**src/rtl/pipe_mon_pkg.sv**
```systemverilog
// Shared types and default parameters for the pipelined-core run monitor.
package pipe_mon_pkg;

    typedef enum logic [2:0] {
        ST_IDLE,
        ST_RESET,
        ST_RUN,
        ST_DRAIN,
        ST_DONE,
        ST_TIMEOUT
    } mon_state_t;

    localparam int PIPE_STAGES_DEF = 5;
    localparam int TIMEOUT_DEF     = 100;

endpackage

```
**src/rtl/sat_counter.sv**
```systemverilog
// Saturating up-counter with synchronous clear; clear has priority over increment.
module sat_counter #(
    parameter int WIDTH = 16
) (
    input  logic             clk,
    input  logic             rstn,
    input  logic             clr,
    input  logic             inc,
    output logic [WIDTH-1:0] q
);

    logic [WIDTH-1:0] cnt_q;
    logic [WIDTH-1:0] cnt_d;

    always_comb begin
        cnt_d = cnt_q;
        if (clr) begin
            cnt_d = '0;
        end else if (inc && (cnt_q != '1)) begin
            cnt_d = cnt_q + WIDTH'(1);
        end
    end

    always_ff @(posedge clk or negedge rstn) begin
        if (!rstn) begin
            cnt_q <= '0;
        end else begin
            cnt_q <= cnt_d;
        end
    end

    assign q = cnt_q;

endmodule

```
**src/rtl/pipe_run_monitor.sv**
```systemverilog
// Run-control monitor: pulses the core reset, watches the fetch PC for the exit
// address, drains the pipeline (stall-aware) and reports done/timeout with counts.
module pipe_run_monitor
    import pipe_mon_pkg::*;
#(
    parameter int ADDR_WIDTH  = 32,
    parameter int PIPE_STAGES = PIPE_STAGES_DEF,
    parameter int TIMEOUT     = TIMEOUT_DEF,
    parameter int RST_CYCLES  = 1,
    parameter int CNT_WIDTH   = 16
) (
    input  logic                  clk,
    input  logic                  rstn,
    input  logic                  start,
    input  logic [ADDR_WIDTH-1:0] exit_addr,
    input  logic                  ack,
    input  logic [ADDR_WIDTH-1:0] pc,
    input  logic                  stall,
    output logic                  core_rstn,
    output logic                  busy,
    output logic                  done,
    output logic                  timed_out,
    output logic [CNT_WIDTH-1:0]  cycles,
    output logic [CNT_WIDTH-1:0]  stalls
);

    localparam int RW = $clog2(RST_CYCLES + 1);
    localparam int DW = $clog2(PIPE_STAGES + 1);

    localparam logic [RW-1:0]        RST_LOAD   = RW'(RST_CYCLES - 1);
    localparam logic [DW-1:0]        DRAIN_LOAD = DW'(PIPE_STAGES - 1);
    localparam logic [CNT_WIDTH-1:0] TMO_LAST   = CNT_WIDTH'(TIMEOUT - 1);

    mon_state_t            state_q, state_d;
    logic [ADDR_WIDTH-1:0] exit_q, exit_d;
    logic [RW-1:0]         rst_cnt_q, rst_cnt_d;
    logic [DW-1:0]         drain_cnt_q, drain_cnt_d;
    logic                  core_rstn_q, busy_q, done_q, timed_out_q;

    logic                  start_accept;
    logic                  counting;
    logic [CNT_WIDTH-1:0]  cycles_cnt;
    logic [CNT_WIDTH-1:0]  stalls_cnt;

    assign start_accept = start && ((state_q == ST_IDLE) || (state_q == ST_DONE) ||
                                    (state_q == ST_TIMEOUT));
    assign counting     = (state_q == ST_RUN) || (state_q == ST_DRAIN);

    always_comb begin
        state_d     = state_q;
        exit_d      = exit_q;
        rst_cnt_d   = rst_cnt_q;
        drain_cnt_d = drain_cnt_q;

        if (start_accept) begin
            state_d   = ST_RESET;
            exit_d    = exit_addr;
            rst_cnt_d = RST_LOAD;
        end else begin
            unique case (state_q)
                ST_IDLE: ;
                ST_RESET: begin
                    if (rst_cnt_q == '0) begin
                        state_d = ST_RUN;
                    end else begin
                        rst_cnt_d = rst_cnt_q - RW'(1);
                    end
                end
                ST_RUN: begin
                    if (pc == exit_q) begin
                        if (PIPE_STAGES == 1) begin
                            state_d = ST_DONE;
                        end else begin
                            state_d     = ST_DRAIN;
                            drain_cnt_d = DRAIN_LOAD;
                        end
                    end
                end
                ST_DRAIN: begin
                    // Stalled cycles don't retire anything, so they don't count toward the drain.
                    if (!stall) begin
                        if (drain_cnt_q <= DW'(1)) begin
                            state_d = ST_DONE;
                        end
                        drain_cnt_d = drain_cnt_q - DW'(1);
                    end
                end
                ST_DONE, ST_TIMEOUT: begin
                    if (ack) begin
                        state_d = ST_IDLE;
                    end
                end
                default: state_d = ST_IDLE;
            endcase

            // Completion on the last allowed cycle beats the timeout.
            if (counting && (cycles_cnt == TMO_LAST) && (state_d != ST_DONE)) begin
                state_d = ST_TIMEOUT;
            end
        end
    end

    always_ff @(posedge clk or negedge rstn) begin
        if (!rstn) begin
            state_q     <= ST_IDLE;
            exit_q      <= '0;
            rst_cnt_q   <= '0;
            drain_cnt_q <= '0;
            core_rstn_q <= 1'b0;
            busy_q      <= 1'b0;
            done_q      <= 1'b0;
            timed_out_q <= 1'b0;
        end else begin
            state_q     <= state_d;
            exit_q      <= exit_d;
            rst_cnt_q   <= rst_cnt_d;
            drain_cnt_q <= drain_cnt_d;
            core_rstn_q <= (state_d != ST_RESET);
            busy_q      <= (state_d == ST_RESET) || (state_d == ST_RUN) || (state_d == ST_DRAIN);
            done_q      <= (state_d == ST_DONE);
            timed_out_q <= (state_d == ST_TIMEOUT);
        end
    end

    sat_counter #(.WIDTH(CNT_WIDTH)) u_cycles (
        .clk  (clk),
        .rstn (rstn),
        .clr  (start_accept),
        .inc  (counting),
        .q    (cycles_cnt)
    );

    sat_counter #(.WIDTH(CNT_WIDTH)) u_stalls (
        .clk  (clk),
        .rstn (rstn),
        .clr  (start_accept),
        .inc  (counting && stall),
        .q    (stalls_cnt)
    );

    assign core_rstn = core_rstn_q;
    assign busy      = busy_q;
    assign done      = done_q;
    assign timed_out = timed_out_q;
    assign cycles    = cycles_cnt;
    assign stalls    = stalls_cnt;

endmodule
```
**config.mk**
```make
export PLATFORM = sky130hd
export DESIGN_NAME = pipe_run_monitor
export DESIGN_NICKNAME = d
export VERILOG_FILES = /design/src/rtl/pipe_mon_pkg.sv /design/src/rtl/sat_counter.sv /design/src/rtl/pipe_run_monitor.sv
export SDC_FILE = /design/constraint.sdc
export NUM_CORES = 1
export LEC_CHECK = 0
export ABC_AREA = 1
export BUFFER_PORTS_ARGS = -buffer_cell sky130_fd_sc_hd__buf_4
export CORE_UTILIZATION = 48
export CTS_CLUSTER_DIAMETER = 30
export CTS_CLUSTER_SIZE = 16
export DETAILED_ROUTE_END_ITERATION = 16
export PLACE_DENSITY_LB_ADDON = 0.1
export SETUP_SLACK_MARGIN = 0.05
export SYNTH_ARGS = -nofsm -noshare
export SYNTH_HDL_FRONTEND = slang
export SYNTH_SLANG_ARGS = --single-unit
export TNS_END_PERCENT = 50
```
**constraint.sdc**
```tcl
create_clock -name clk -period 1.6 [get_ports clk]
set_input_delay 0.16 -clock clk [delete_from_list [all_inputs] [get_ports clk]]
set_output_delay 0.16 -clock clk [all_outputs]
set_load 0.05 [all_outputs]
```
-- After elaboration in Yosys (flattened, before gate mapping)
Cells that the tools add are included.
- input port bits: 69
- register bits after elaboration: 75
- word-level logic and storage cells: 71
- output and inout port bits: 36
- bitwise operators: 1
- order comparisons: 1
- multiplexer cells: 19
- equal/unequal tests: 18
- $add $sub $neg: 4
- reduce and logical (&&, ||, !) cells: 18
- operator list (cell ; number):
    two-way mux 16 bit ; 4
    adder 16 x 1 -> 16 bit (second input constant) ; 2
    equality test 32 bit ; 1
    inequality test 16 bit (second input constant) ; 2
    two-way mux 3 bit ; 10
    equality test 16 x 7 -> 1 bit (second input constant) ; 1
    one-hot mux 3 bit (5 select lines) ; 1
    equality test 3 x 2 -> 1 bit (second input constant) ; 4
    equality test 3 bit (second input constant) ; 4
    nonzero test 2 bit ; 4
    equality test 3 x 1 -> 1 bit (second input constant) ; 2
    logical AND 1 bit ; 6
    one-hot mux 3 bit (2 select lines) ; 1
    logical OR 1 bit ; 5
    AND reduction 4 bit ; 1
    <= comparator 3 x 1 -> 1 bit (second input constant) ; 1
    zero test 3 bit ; 1
    two-way mux 1 bit ; 3
    inequality test 3 x 1 -> 1 bit (second input constant) ; 1
    inequality test 3 bit (second input constant) ; 1
    subtractor 3 x 1 -> 3 bit (second input constant) ; 1
    inequality test 2 x 1 -> 1 bit (second input constant) ; 1
    inequality test 2 bit (second input constant) ; 1
    OR reduction 2 bit ; 1
    other kinds (2) ; 2

-- Longest topological paths before layout
- word-level depth: 12
- depth in mapped cells: 13

-- By module
From an unflattened synthesis, not the netlist that was laid out.
- cells, all modules: 620
- area, all modules: 4436.8 µm²
- modules (own cells, without submodules) (module ; instances ; area each (µm²) ; cells each ; sequential area each (µm²)):
    pipe_run_monitor ; 1 ; 2362.3 ; 332 ; 1051.0
    sat_counter ; 2 ; 1037.2 ; 144 ; 400.4

-- Worst setup path after synthesis
OpenSTA, ideal clock, no wires.
- kind: reg-to-reg
- start: register u_cycles.cnt_q[0], in the netlist u_cycles.q[0]
- end: register u_cycles.cnt_q[7], in the netlist u_cycles.q[7]
- library setup time: 0.151 ns
- clock period less this slack: 1.846 ns
- data required time: 1.449 ns
- path slack: -0.246 ns
- stages on the path, launching flop included: 11
- arrival: 1.695 ns
- path through: dfrtp_1 ha_1 nand3_1 nor2_1 nand3_1 nand2_4 inv_4 nand2_4 nor2_2 o21ai_1 a21oi_1
- cells in the longest elaborated chain, start to end: 3
- elaborated cells between the ends (all ways): 6
- classes of those cells: add/sub (1); eq/ne (1); mux (2); reduce/logical (2)
- ends and longest elaborated chain (what ; line ; text):
    from (decl) ; sat_counter.sv:12 ; logic [WIDTH-1:0] cnt_q;
    from (signal assigned) ; sat_counter.sv:28 ; cnt_q <= cnt_d;
    adder 16 x 1 -> 16 bit or inequality test 16 bit (tied branches) ; sat_counter.sv:20, sat_counter.sv:19 ;
    two-way mux 16 bit or logical AND 1 bit (tied branches) ; sat_counter.sv:19 ; end else if (inc && (cnt_q != '1)) begin
    two-way mux 16 bit or nonzero test 2 bit (tied branches) ; -- ;
Parallel ways exist; a longest one is shown, timed or not. The select of a mux whose other input is x is not followed.
A chain may end at the register's enable or synchronous reset.

-- Worst setup path after layout
- start: register state_q[2]
- end: register drain_cnt_q[2]
- cells in the longest elaborated chain, start to end: 6
- elaborated cells between the ends (all ways): 14
- classes of those cells: eq/ne (6); mux (1); bitwise (1); reduce/logical (6)
- ends and longest elaborated chain (what ; line ; text):
    from (decl) ; pipe_run_monitor.sv:34 ; mon_state_t state_q, state_d;
    from (signal assigned) ; pipe_run_monitor.sv:114 ; state_q <= state_d;
    equality test 3 bit or zero test 3 bit (tied branches) ; pipe_run_monitor.sv:45 ; assign start_accept = start && ((state_q == ST_IDLE) || (state_q == ST_DONE) ||
    logical OR 1 bit (2 in a row) ; pipe_run_monitor.sv:45 ;
    logical AND 1 bit ; pipe_run_monitor.sv:45 ;
    inverter 1 bit (no line) ; -- ;
    AND reduction 4 bit (no line) ; -- ;
    to (signal assigned) ; pipe_run_monitor.sv:117 ; drain_cnt_q <= drain_cnt_d;
    to (decl) ; pipe_run_monitor.sv:37 ; logic [DW-1:0] drain_cnt_q, drain_cnt_d;
Parallel ways exist; a longest one is shown, timed or not.

==> key figures <==
Status
  – Result of the run: finished clean

Worst setup path
  – Endpoint of the lowest-slack register-to-register path: drain_cnt_q[2]
  – R2r setup slk: around 0.036 ns
  – Crit-path slowest cell: sky130_fd_sc_hd__dfrtp_1
  – Cell breakdown of the critical path: inv_2 > nand2_4 > nor2_4 > nand2_1 > nor2_1 > nand2_1 > nor2_2 > nand3_2 > nand2_4 > nand2_2 > nand2_2 > nand3_2
  – Crit end category: register
  – Largest fanout on the critical path: 6
  – End of the critical path: drain_cnt_q[2]
  – Kind of launch point of the worst setup path: register
  – Total number of cells along the worst setup path: 12
  – Critical path startpoint: state_q[2]
  – Largest delay contributor family on the critical path: simple AND/OR/NAND/NOR gates
  – Length in cells of the worst reg-to-reg path: 12
  – Reg2Reg Launch Point: state_q[2]
  – Count of buffering cells on the critical path with inverters included: 1
  – Type of the setup path with the least slack: register to register
  – Worst EP required: approximately 1.8 ns
  – Delay of the slowest critical-path stage: about 0.41 ns
  – Arrival @ worst endpoint: 1.79 ns

Run
  – Max-Cap Viols: 0

Power and ir drop
  – Leakage power of the design: approximately 2.9 nW
  – Combinational fraction of design power: 0.433
  – Worst vdd rail ir drop: ~0.0011 V
  – Switching power summed over all nets: about 3.5 mW
  – Internal power consumption: roughly 5.0 mW
  – Switching share of power: 0.408
  – Seq pwr share: 0.351
  – Total power per unit cell area: about 1500 mW/mm2
  – Proportion of power drawn by the clock network: 0.216

CTS
  – CTS tree: done
  – TritonCTS Sinks: 74
  – CTS H-tree lvls: 3
  – Clock-pin slew on the worst setup and hold paths: ~0.08 ns
  – Number of clock buffers inserted by TritonCTS: 9
  – CTS Root Buffer Type: sky130_fd_sc_hd__clkbuf_8
  – Maximum count of clock buffers along a single path: 2
  – Clock latency reported for the late side of the worst-skew pair: approximately 0.35 ns

Synthesis
  – Top cell type by total area after synthesis: sky130_fd_sc_hd__dfrtp_1
  – Synthesized Nets: between 600 and 700
  – Fraction of post-synthesis cell area in the top cell type by area: 0.447
  – Part of the Yosys area used for sequential elements: 0.447
  – Leading cell types by total area after synthesis: sky130_fd_sc_hd__dfrtp_1 45%, sky130_fd_sc_hd__nand2_1 16%, sky130_fd_sc_hd__inv_1 8.0%
  – Syn. warnings: 0
  – Post-synth EDFFs: 0
  – Mean cell area of the mapped netlist: roughly 7.3 um2
  – Count of mapped cells out of synthesis: 570
  – Post-synthesis cell type count: 33
  – Post-Syn Area: approximately 0.0041 mm2
  – Async set-reset flop share out of synthesis: 1.00
  – Total of flip-flops plus latches after synthesis: 74
  – Prevailing post-synth register cell: sky130_fd_sc_hd__dfrtp_1

Cells and area
  – Area of the multi-input gates: 0.00207 mm2
  – Fill cell count: between 600 and 700
  – Synthesis-to-layout area growth: 39.1%
  – Reg area: 0.00189 mm2
  – Antenna cells: 0
  – Final-stage net count: approximately 800
  – Number of standard cells in the layout, taps in and fillers out: 816
  – Layout cells sized above 1: 0.326

Die
  – Width of the chip: between 90 and 100 um
  – Initial standard-cell utilization of the core: 0.499
  – Total die area: 0.00901 mm2
  – Number of standard-cell rows in the floorplan: 33
  – Core region area: around 0.0083 mm2
  – I/O pin count: ~110
  – Overall die height: 94.9 um

Timing
  – Final count of pins violating max slew: 0
  – Aggregate negative setup slack: 0 ns
  – Unrepaired setup endpoints after global routing: true
  – Final hold violation count: 0
  – Worst clock skew on the final layout: roughly 0.013 ns
  – Tcrit/Tclk final: 0.978
  – Final number of setup-violating endpoints: 0
  – Highest Clock Rate: around 0.64 GHz
  – Worst-case hold slack: about 0.0083 ns
  – Normalized max-slew margin: 0.742
  – Slew of the pin with the lowest slew margin: between 0.3 and 0.4 ns
  – Final period demand of the worst path: approximately 1.6 ns

Placement
  – Number of placed instances with taps included: roughly 780
  – Total of buffers placed on input and output ports: 104
  – DP Wirelength: about 7.5 mm
  – Routability Congestion: 0.886

Routing
  – Drt first-iter violations: between 150 and 200
  – Post-detailed-route via-to-cell ratio: 4.88
  – Number of search-and-repair iterations in the first detailed-routing pass: 5
  – Antenna-violating nets left: 0
  – DRC violation count after routing: 0
  – Via count: roughly 4000
  – Sum of routed wire length over all layers: around 11 mm
  – Routed len/inst: approximately 13 um

GRT
  – First-pass GRT wire length: roughly 16 mm
  – Vias in the first global route: roughly 3700
  – Maximum number of pins on one net before global-route repair: 75
  – Global-route usage over all layers: 0.237
  – Total global routing overflow: 0
  – Antenna violations before repair: 0

Worst hold path
  – Class of the worst hold path: input port to register
repair_timing:
item / in CTS / in global routing
buffers inserted: 3 / 15
hold buffers: 5 / 1
pin swaps: 3 / 12
setup endpoints to repair: 5 / 36
gates resized for setup: 7 / 34
endpoints found under the hold margin: 78 / 1
layout make-up:
class,count,share of cell area
inverters,93,0.0614
clock buffers,12,0.0269
clock inverters,4,0.0169
well taps,105,0.0228
multi-input cells,392,0.359
flip-flops and latches,74,0.327
repair buffers,136,0.186
sequential cells by signal (all words and copies together), names as in the netlist:
register	cells
busy	1
core_rstn	1
drain_cnt_q	3
exit_q	32
state_q	3
u_stalls.q	16
timed_out	1
done	1
u_cycles.q	16
cells by family after synthesis:
group | after synthesis | share of synthesized area
and+or+nand+nor | 298 | 0.312
adders and majority gates | 4 | 0.0121
AOI/OAI and AO/OA | 69 | 0.0890
buffers and inverters | 104 | 0.0963
xor gates and xnor gates | 21 | 0.0444
DFF | 74 | 0.447
cell usage after synthesis, drive strengths merged (2+ instances only):
master / count
nand4: 11
xnor2: 11
inv: 93
a21oi: 16
nand3: 36
nor3: 12
nor4: 2
or2: 2
o21ai: 47
nand2: 187
xor2: 10
nor2: 47
ha: 4
dfrtp: 74
buf: 5
clkbuf: 6
per-layer routing:
| metal | up-vias | track usage | part of all wire |
|---|---|---|---|
| li1 | 2048 | - | - |
| met1 | 1802 | 0.323 | 0.45 |
| met2 | 118 | 0.372 | 0.48 |
| met3 | 14 | 0.0588 | 0.058 |
| met4 | 0 | 0.0682 | 0.015 |
| met5 | - | 0 | 0 |
worst min path at each step:
| stage | from | end | slack [ns] | cells past startpoint |
|---|---|---|---|---|
| after floorplan | rstn | busy | -0.14 | 0 |
| after global placement | rstn | u_stalls.q[14] | 0.21 | 2 |
| after detailed placement | rstn | u_stalls.q[14] | 0.21 | 2 |
| after CTS | exit_addr[2] | exit_q[2] | 0.0002 | 3 |
| after global routing | exit_addr[9] | exit_q[9] | 0.009 | 3 |
| final | exit_addr[30] | exit_q[30] | 0.008 | 3 |
layout by cell type (no fill, tap or decap), drive strengths merged:
| cell | instances |
|---|---|
| or2 | 2 |
| o211ai | 1 |
| nor2 | 47 |
| dfrtp | 74 |
| nor3 | 12 |
| nand3 | 36 |
| xnor2 | 11 |
| a21oi | 16 |
| buf | 130 |
| nand4 | 11 |
| o22ai | 1 |
| nand2 | 187 |
| dlygate4sd3 | 6 |
| o21bai | 1 |
| o21ai | 47 |
| clkinvlp | 1 |
| inv | 93 |
| bufinv | 3 |
| a211oi | 1 |
| clkbuf | 12 |
| nor4 | 2 |
| ha | 4 |
| a31oi | 1 |
| o211a | 1 |
| xor2 | 10 |
| nand3b | 1 |
worst reg2reg max path: cells and delay by family, from the launching register on:
kind | cells | cell delay [ns]
flip-flops | 1 | 0.41
buffers and inverters | 1 | 0.11
AND/OR/NAND/NOR | 11 | 0.95
power groups by stage:
stage	clock (mW)	combinational [mW]	sequential, mW
2_1_floorplan	0	1.81	3.44
3_3_place_gp	0	3.20	2.98
3_5_place_dp	0	3.28	3.01
4_1_cts	1.88	3.41	2.98
5_1_grt	1.97	4.10	3.07
6_report	1.84	3.68	2.99
through the flow:
step	total power [mW]	util	worst slack (ns)	instance area, um2
after floorplan	5.25	-	0.00587	4230
after global placement	6.18	0.626	0.0740	5190
after detailed placement	6.29	0.626	-0.0347	5190
after CTS	8.28	0.667	0.0244	5530
after global routing	9.14	0.695	-0.114	5770
final	8.50	0.695	0.0356	5770
Note: power is estimated with default switching activity, not from simulation.
